$ cat src/rtl/fifo_credit_sender.sv
// Credit-based write qualifier for a FIFO that overwrites on full.
// Holds one credit per free FIFO entry and registers each accepted beat toward the FIFO.
module fifo_credit_sender #(
   parameter int ENT_NUM   = 4,
   parameter int CRD_WIDTH = $clog2(ENT_NUM + 1),
   parameter int DATA_SIZE = 32
) (
   input  logic                 clk,
   input  logic                 rst,
   input  logic                 src_vld,
   input  logic [DATA_SIZE-1:0] src_data,
   output logic                 src_rdy,
   output logic                 in_vld,
   output logic [DATA_SIZE-1:0] in_data,
   input  logic                 credit_rtn,
   output logic [CRD_WIDTH-1:0] crd_cnt,
   output logic                 idle,
   output logic                 err_ovf
);

   localparam logic [CRD_WIDTH-1:0] LP_CRD_FULL = CRD_WIDTH'(ENT_NUM);

   logic [CRD_WIDTH-1:0] r_crd_cnt;
   logic                 r_in_vld;
   logic [DATA_SIZE-1:0] r_in_data;
   logic                 r_err_ovf;
   logic                 w_src_rdy;
   logic                 w_accept;

   // Ready comes from the registered count only, so a returning credit is usable next cycle.
   assign w_src_rdy = (r_crd_cnt != '0);
   assign w_accept  = src_vld & w_src_rdy;

   // NOTE: sequential state uses non-blocking assignments so every register samples pre-edge values.
   always_ff @(posedge clk) begin
      if (rst) begin
         r_crd_cnt <= LP_CRD_FULL;
         r_in_vld  <= 1'b0;
         r_in_data <= '0;
         r_err_ovf <= 1'b0;
      end else begin
         r_in_vld <= w_accept;
         if (w_accept) begin
            r_in_data <= src_data;
         end
         if (w_accept && !credit_rtn) begin
            r_crd_cnt <= r_crd_cnt - 1'b1;
         end else if (credit_rtn && !w_accept) begin
            // A return with every credit already home means the FIFO and sender disagree.
            if (r_crd_cnt == LP_CRD_FULL) begin
               r_err_ovf <= 1'b1;
            end else begin
               r_crd_cnt <= r_crd_cnt + 1'b1;
            end
         end
      end
   end

   assign src_rdy = w_src_rdy;
   assign in_vld  = r_in_vld;
   assign in_data = r_in_data;
   assign crd_cnt = r_crd_cnt;
   assign err_ovf = r_err_ovf;
   assign idle    = (r_crd_cnt == LP_CRD_FULL) && !r_in_vld;

endmodule
$ cat config.mk
export PLATFORM = sky130hd
export DESIGN_NAME = fifo_credit_sender
export DESIGN_NICKNAME = d
export VERILOG_FILES = /design/src/rtl/fifo_credit_sender.sv
export SDC_FILE = /design/constraint.sdc
export NUM_CORES = 1
export LEC_CHECK = 0
export CORE_ASPECT_RATIO = 0.6
export CORE_UTILIZATION = 35
export DETAILED_ROUTE_END_ITERATION = 10
export GPL_TIMING_DRIVEN = 0
export PLACE_DENSITY = 0.75
export SETUP_SLACK_MARGIN = 0.15
export SYNTH_ARGS = -nofsm -noshare
export SYNTH_HDL_FRONTEND = slang
export SYNTH_SLANG_ARGS = --single-unit
$ cat constraint.sdc
create_clock -name clk -period 2.25 [get_ports clk]
set_clock_uncertainty 0.1 [all_clocks]
set_input_delay 0.225 -clock clk [delete_from_list [all_inputs] [get_ports clk]]
set_output_delay 0.225 -clock clk [all_outputs]
set_load 0.005 [all_outputs]
==> results_dict.tcl <==
set metrics [dict create \
    status "finished, violations left" \
    violations "design-rule violations" \
    grt_use_total_pct 18.18 \
    finalHoldViolCount 0 \
    slowest_stage "clkdlybuf4s50_1" \
    rsz0062_at_grt "yes" \
    pwr-share-comb_pct 21.4 \
    yosysWarnings 0 \
    num_vias 1420 \
    htree_levels 2 \
    tns_ns 0 \
    path_buf_inv 4 \
    core_mm2 0.003786 \
    crit_top_cell "inv_2" \
    hold_buffers 0 \
    p_leak_nw 0.9363 \
    cts_max_path_buffers 2 \
    drive_above_1_share_pct 12.60 \
    dieArea_mm2 0.004372 \
    swShare_pct 23.96 \
    firstDrtPassIters 7 \
    total_power_mw 1.690 \
    start_util_pct 37.94 \
    grt_max_degree 13 \
    viasPerCell 4.595 \
    fin_ws_ns 0.2150 \
    power_frac_seq_pct 43.2 \
    synthArstFlopShare_pct 0 \
    clock_sink_count 37 \
    clkPwrFrac_pct 35.3 \
    dp_hpwl_um 2611 \
    fp.dieW_um 84.71 \
    ys_seq_area_share_pct 51.57 \
    netSwitchingPower_uw 405.1 \
    ys_types 24 \
    port_buffers 74 \
    synth_area_per_cell_um2 8.303 \
    drt-initial-drc-count 46 \
    cts_tree "done" \
    startpoint_type "input pin" \
    synth_flop_cell "dfxtp_1" \
    maxCapViolCount 0 \
    cts_root_buffer "clkbuf_8" \
    final_util_pct 64.41 \
    syn_nets 212 \
    drc 6 \
    timing.hold.ws_ns 0.3542 \
    n_antenna_cell 0 \
    nets 300 \
    worstSetupEndpointType "flip-flop" \
    required_ns 2.33 \
    gp_congestion 0.7043 \
    grt_pass1_wl_um 5975 \
    criticalPathCategory "in2reg" \
    final.min_clock_period_ns 2.035 \
    max-slew-margin-rel_pct 69.20 \
    cts_made_buffers 5 \
    crit_chain "clkdlybuf4s50_1 > o31ai_4 > inv_2 > buf_8 > ha_4 > inv_2 > fa_1 > o21bai_1 > o21ai_0 > a21oi_1" \
    cts.clk_slew.worst_paths_ns 0.08 \
    max_slew.worst_pin.slew_ns 0.4620 \
    p_int_mw 1.285 \
    critical_path_arrival_ns 2.11 \
    drv_slew 0 \
    ant_nets 0 \
    place_ws_ns -0.1842 \
    hp-class "reg2reg" \
    rows 17 \
    powerDensity_mw_per_mm2 693.1 \
    max-vdd-ir-drop_v 0.0004044 \
    critPathTopFamily "buffers and inverters" \
    syn-cell-area_mm2 0.001436 \
    routedWlPerCell_um 11.92 \
    fmax_mhz 491.4 \
    wl_um 3683 \
    syn2layout_area_growth_pct 69.77 \
    synth_edf_count 0 \
    grt_overflow 0 \
    crit_path_max_incr_delay_ns 0.51 \
    clk_latency_ns 0.29 \
    ys_seq_elements 37 \
    ios 75 \
    die_h_um 51.62 \
    antenna_found_initial 0 \
    setup-violations-final 0 \
    grt_pass1_vias 1349 \
    syn_inst 173 \
    cp_max_fo 5 \
    timing.final.crit_share_pct 90.44 \
]
==> cell families after synthesis <==
kind of cell,Yosys count,share of synthesized area [%]
compound gates,41,16.64
xor+xnor,1,0.6099
fa+ha+maj,3,3.136
buf+inv,15,7.055
flops,37,51.57
simple gates,76,20.99
==> worst reg2reg max path: cells and delay by family (launching register included) <==
| family | cells | cell delay, ns |
|---|---|---|
| AOI/OAI and AO/OA | 4 | 0.49 |
| adders and majority gates | 2 | 0.62 |
| buffers and inverters | 3 | 0.27 |
| DFF | 1 | 0.41 |
==> metal layers <==
layer | global-route usage (%) | up-vias | routed length, µm
met5 | 0 | - | 0
met4 | 6.780 | 0 | 40
met3 | 9.206 | 5 | 406
met2 | 28.05 | 53 | 1417
met1 | 21.93 | 628 | 1818
li1 | - | 734 | -
==> cells in the final DEF (no fill, tap or decap), drive strengths merged <==
master,count
o21ai,1
inv,5
nor3,1
a311o,1
or3b,1
bufinv,1
fa,1
ha,2
o31ai,1
xor2,1
buf,14
o21bai,1
a21oi,35
nor3b,1
o21a,1
dfxtp,37
nand2,66
clkdlybuf4s50,74
or3,1
nor2,6
a41oi,1
clkinvlp,1
clkbuf,9
==> synth_stat cells, types with 2 or more instances <==
cell type,n,area share [%]
dfxtp_1,37,52
buf_6,6,4.7
ha_1,2,1.7
inv_1,4,1.0
nor2_1,6,1.6
clkbuf_1,3,0.78
a21oi_1,34,12
nand2_1,65,17
==> registers in the layout, summed over array words and instances (netlist names) <==
name,flops
crd_cnt,3
err_ovf,1
in_data,32
in_vld,1
==> per-stage QoR <==
| step | instance area [µm²] | std cells |
|---|---|---|
| after floorplan | 1451 | 173 |
| after global placement | 2251 | 294 |
| after detailed placement | 2251 | 294 |
| after CTS | 2400 | 305 |
| after global routing | 2439 | 309 |
| final | 2439 | 309 |
==> worst paths after layout <==
kind,slack (ns),to,depth (start not counted),from
setup / recovery,0.22,crd_cnt[2],10,src_vld
hold / removal,0.35,in_data[0],2,in_data[0]
setup reg to reg,0.25,crd_cnt[2],9,crd_cnt[1]
hold reg to reg,0.35,in_data[0],2,in_data[0]
==> timing repair <==
item,in CTS,in global routing
buffers inserted,3,4
gates cloned,0,0
pin swaps,1,4
gates resized for setup,3,3
setup endpoints to repair,3,3
==> cell type report <==
type / count / area [µm²]
Inverter: 5 / 18.77
Fill cell: 347 / 1348
Timing Repair Buffer: 81 / 793.3
Clock inverter: 2 / 37.54
Sequential cell: 37 / 749.5
Clock buffer: 6 / 82.58
Multi-Input combinational cell: 121 / 611.8
Tap cell: 47 / 58.81
Buffer: 10 / 86.33
==> power by group through the flow <==
| stage | registers [mW] | clock network (mW) | logic [mW] |
|---|---|---|---|
| global route | 0.736 | 0.643 | 0.399 |
| floorplan | 0.749 | 0 | 0.141 |
| global placement | 0.746 | 0 | 0.335 |
| CTS | 0.730 | 0.614 | 0.351 |
| detailed placement | 0.748 | 0 | 0.338 |
| finish | 0.730 | 0.597 | 0.362 |
(Power assumes the default switching activity.)
==> variant: new RTL, config.mk and constraints unchanged <==
Register the output `crd_cnt` once more, with the module's reset; this adds one clock of latency there. The other outputs are not delayed to match.
--- a/src/rtl/fifo_credit_sender.sv
+++ b/src/rtl/fifo_credit_sender.sv
@@ -59,7 +59,13 @@
    assign src_rdy = w_src_rdy;
    assign in_vld  = r_in_vld;
    assign in_data = r_in_data;
-   assign crd_cnt = r_crd_cnt;
+   always_ff @(posedge clk) begin
+      if (rst) begin
+         crd_cnt <= '0;
+      end else begin
+         crd_cnt <= r_crd_cnt;
+      end
+   end
    assign err_ovf = r_err_ovf;
    assign idle    = (r_crd_cnt == LP_CRD_FULL) && !r_in_vld;
 
Function: changed (Yosys sat finds a counterexample within 4 cycles, from zero or initial values and one cycle with rst high).
==> variant against the original RTL <==
Wire length is 2.9% higher; design area is 3.5% higher; synthesized area is 5.4% higher; worst hold slack worse by 0.096 ns; sequential cell count is 3 higher; combinational power is 5% lower; worst setup slack better by 0.013 ns; total power is 15% higher.
==> variant: results (changes against the original RTL) <==
Pre-CTS setup slack -> -0.2770 ns (was -0.1842 ns)
Critical path's largest stage delay -> 0.51 ns (about the same)
Reg2Reg Depth -> 9 (unchanged)
Post-synth ARST share -> 0% (unchanged)
Clock Pin Slew Worst Setup and Hold Paths -> 0.07 ns
Final net count -> 302 (was 300)
Synth top area cells -> dfxtp_1 (53%), nand2_1 (16%), a21oi_1 (12%) (was dfxtp_1 (52%), nand2_1 (17%), a21oi_1 (12%))
Switch share -> 21.49% (was 23.96%)
Port bufs -> 73 (was 74)
DRT Pass-1 Iters -> 5 (was 7)
Reg2Reg Setup Slack -> 0.28 ns (was 0.25 ns)
HPWL Detailed -> 2.659 mm (was 2.611 mm)
Layout cells sized above 1 -> 10.23% (was 12.60%)
Hold path cells -> 4 (was 2)
VDD IR max -> 0.0003940 V (was 0.0004044 V)
Post-synth top area cell -> dfxtp_1 (unchanged)
Top cells by count, synth -> nand2_1 (65), dfxtp_1 (40), a21oi_1 (35) (was nand2_1 (65), dfxtp_1 (37), a21oi_1 (34))
Worst r2r dst -> r_crd_cnt[2] (was crd_cnt[2])
Status -> complete, no violations (was finished, violations left)
Worst hold path class -> in2reg (was reg2reg)
First-pass GRT wire length -> 5.727 mm (was 5.975 mm)
WHS -> 0.2583 ns (was 0.3542 ns)
H-Tree Depth -> 2 (unchanged)
Routed wire length -> 3.791 mm (was 3.683 mm)
Antenna Nets Post-Route -> 0 (unchanged)
Post-Syn Nets -> 219 (was 212)
Yosys warns -> 0 (unchanged)
Top Family by Delay on Critical Path -> buffers and inverters (unchanged)
Initial antenna violation count -> 0 (unchanged)
DP Area -> 0.002325 mm2 (was 0.002251 mm2)
Hold Path Sink -> r_crd_cnt[2] (was in_data[0])
Filler cells -> 381 (was 347)
Max Root-Sink Buffers -> 2 (unchanged)
FF/Latch Area -> 809.5 um2 (was 749.5 um2)
Vias in the first global route -> 1217 (was 1349)
Cell mode on critical path -> inv_2 (unchanged)
DR vias -> 1457 (was 1420)
Final Wtd Congestion -> 0.8237 (was 0.7043)
Largest net degree at the start of global routing -> 14 (was 13)
Largest register FFs -> 32 (unchanged)
Leakage -> 0.9717 nW (was 0.9363 nW)
CP Data Arrival Time -> 2.14 ns (was 2.11 ns)
Gr usage total -> 17.04% (was 18.18%)
Hold path start -> rst (was in_data[0])
Slowest-stage cell, CP -> clkdlybuf4s50_1 (unchanged)
Skew-Pair Late Insertion Delay -> 0.29 ns (about the same)
Clock root buffer -> clkbuf_8 (unchanged)
Worst-margin pin slew -> 0.4842 ns (was 0.4620 ns)
Initial detailed-routing violation count -> 42 (was 46)
Netlist cell types -> 23 (was 24)
Worst R2R Start -> r_crd_cnt[1] (was crd_cnt[1])
N_diodes -> 0 (unchanged)
CTS buffer count -> 5 (unchanged)
Register area share after synthesis -> 52.89% (was 51.57%)
CP max FO -> 10 (was 5)
-- variant: power groups by stage --
stage               registers, W  logic (W)  clock network [W]
floorplan               0.000806   0.000140                  0
global placement        0.000803   0.000329                  0
detailed placement      0.000805   0.000332                  0
CTS                     0.000788   0.000341           0.000826
global route            0.000793   0.000378           0.000852
finish                  0.000787   0.000344           0.000807
-- variant: layer usage --
layer | share of wire, % | global-route usage [%] | vias to the layer above
li1 | - | - | 749
met1 | 47 | 22.06 | 641
met2 | 40 | 23.75 | 62
met3 | 12 | 8.268 | 5
met4 | 1.3 | 7.500 | 0
met5 | 0 | 0 | -
-- variant: what timing repair did --
item,CTS,global route
setup endpoints to repair,4,3
buffers inserted,2,1
pin swaps,1,0
resized for setup,2,4
-- variant: area by class of cell --
cell class | count | share of cell area, %
Timing Repair Buffer | 76 | 29.93
Multi-Input combinational cell | 124 | 24.58
Buffer | 11 | 3.419
Tap cell | 60 | 2.973
Clock inverter | 3 | 3.568
Clock buffer | 5 | 2.725
Inverter | 5 | 0.7433
Sequential cell | 40 | 32.06
-- variant: cell families (layout without fill, tap and decap cells) --
kind of cell	count (synthesis)	after routing	synth area share, %
compound gates	41	41	15.54
xor+xnor	1	1	0.5786
fa+ha+maj	3	3	2.975
buf+inv	16	100	6.941
flops	40	40	52.89
simple gates	79	79	21.07
-- variant: worst max path at each step --
stage,start,to,slack [ns]
2_1_floorplan,r_crd_cnt[1],r_crd_cnt[1],0.15
3_3_place_gp,src_vld,r_crd_cnt[2],-0.25
3_5_place_dp,src_vld,r_crd_cnt[2],-0.28
4_1_cts,r_crd_cnt[2],idle,0.16
5_1_grt,src_vld,r_crd_cnt[2],0.14
6_report,src_vld,r_crd_cnt[2],0.23
-- variant: tightest hold or removal path: cells and delay by family --
family | cells | cell delay, ns
AOI/OAI and AO/OA | 2 | 0.17
and+or+nand+nor | 1 | 0.10
buffers and inverters | 1 | 0.12
-- variant: stage by stage --
stage	total power [W]	std cells
3_5_place_dp	0.001137	313
4_1_cts	0.001956	323
6_report	0.001937	324
3_3_place_gp	0.001132	313
5_1_grt	0.002024	324
2_1_floorplan	0.0009463	180
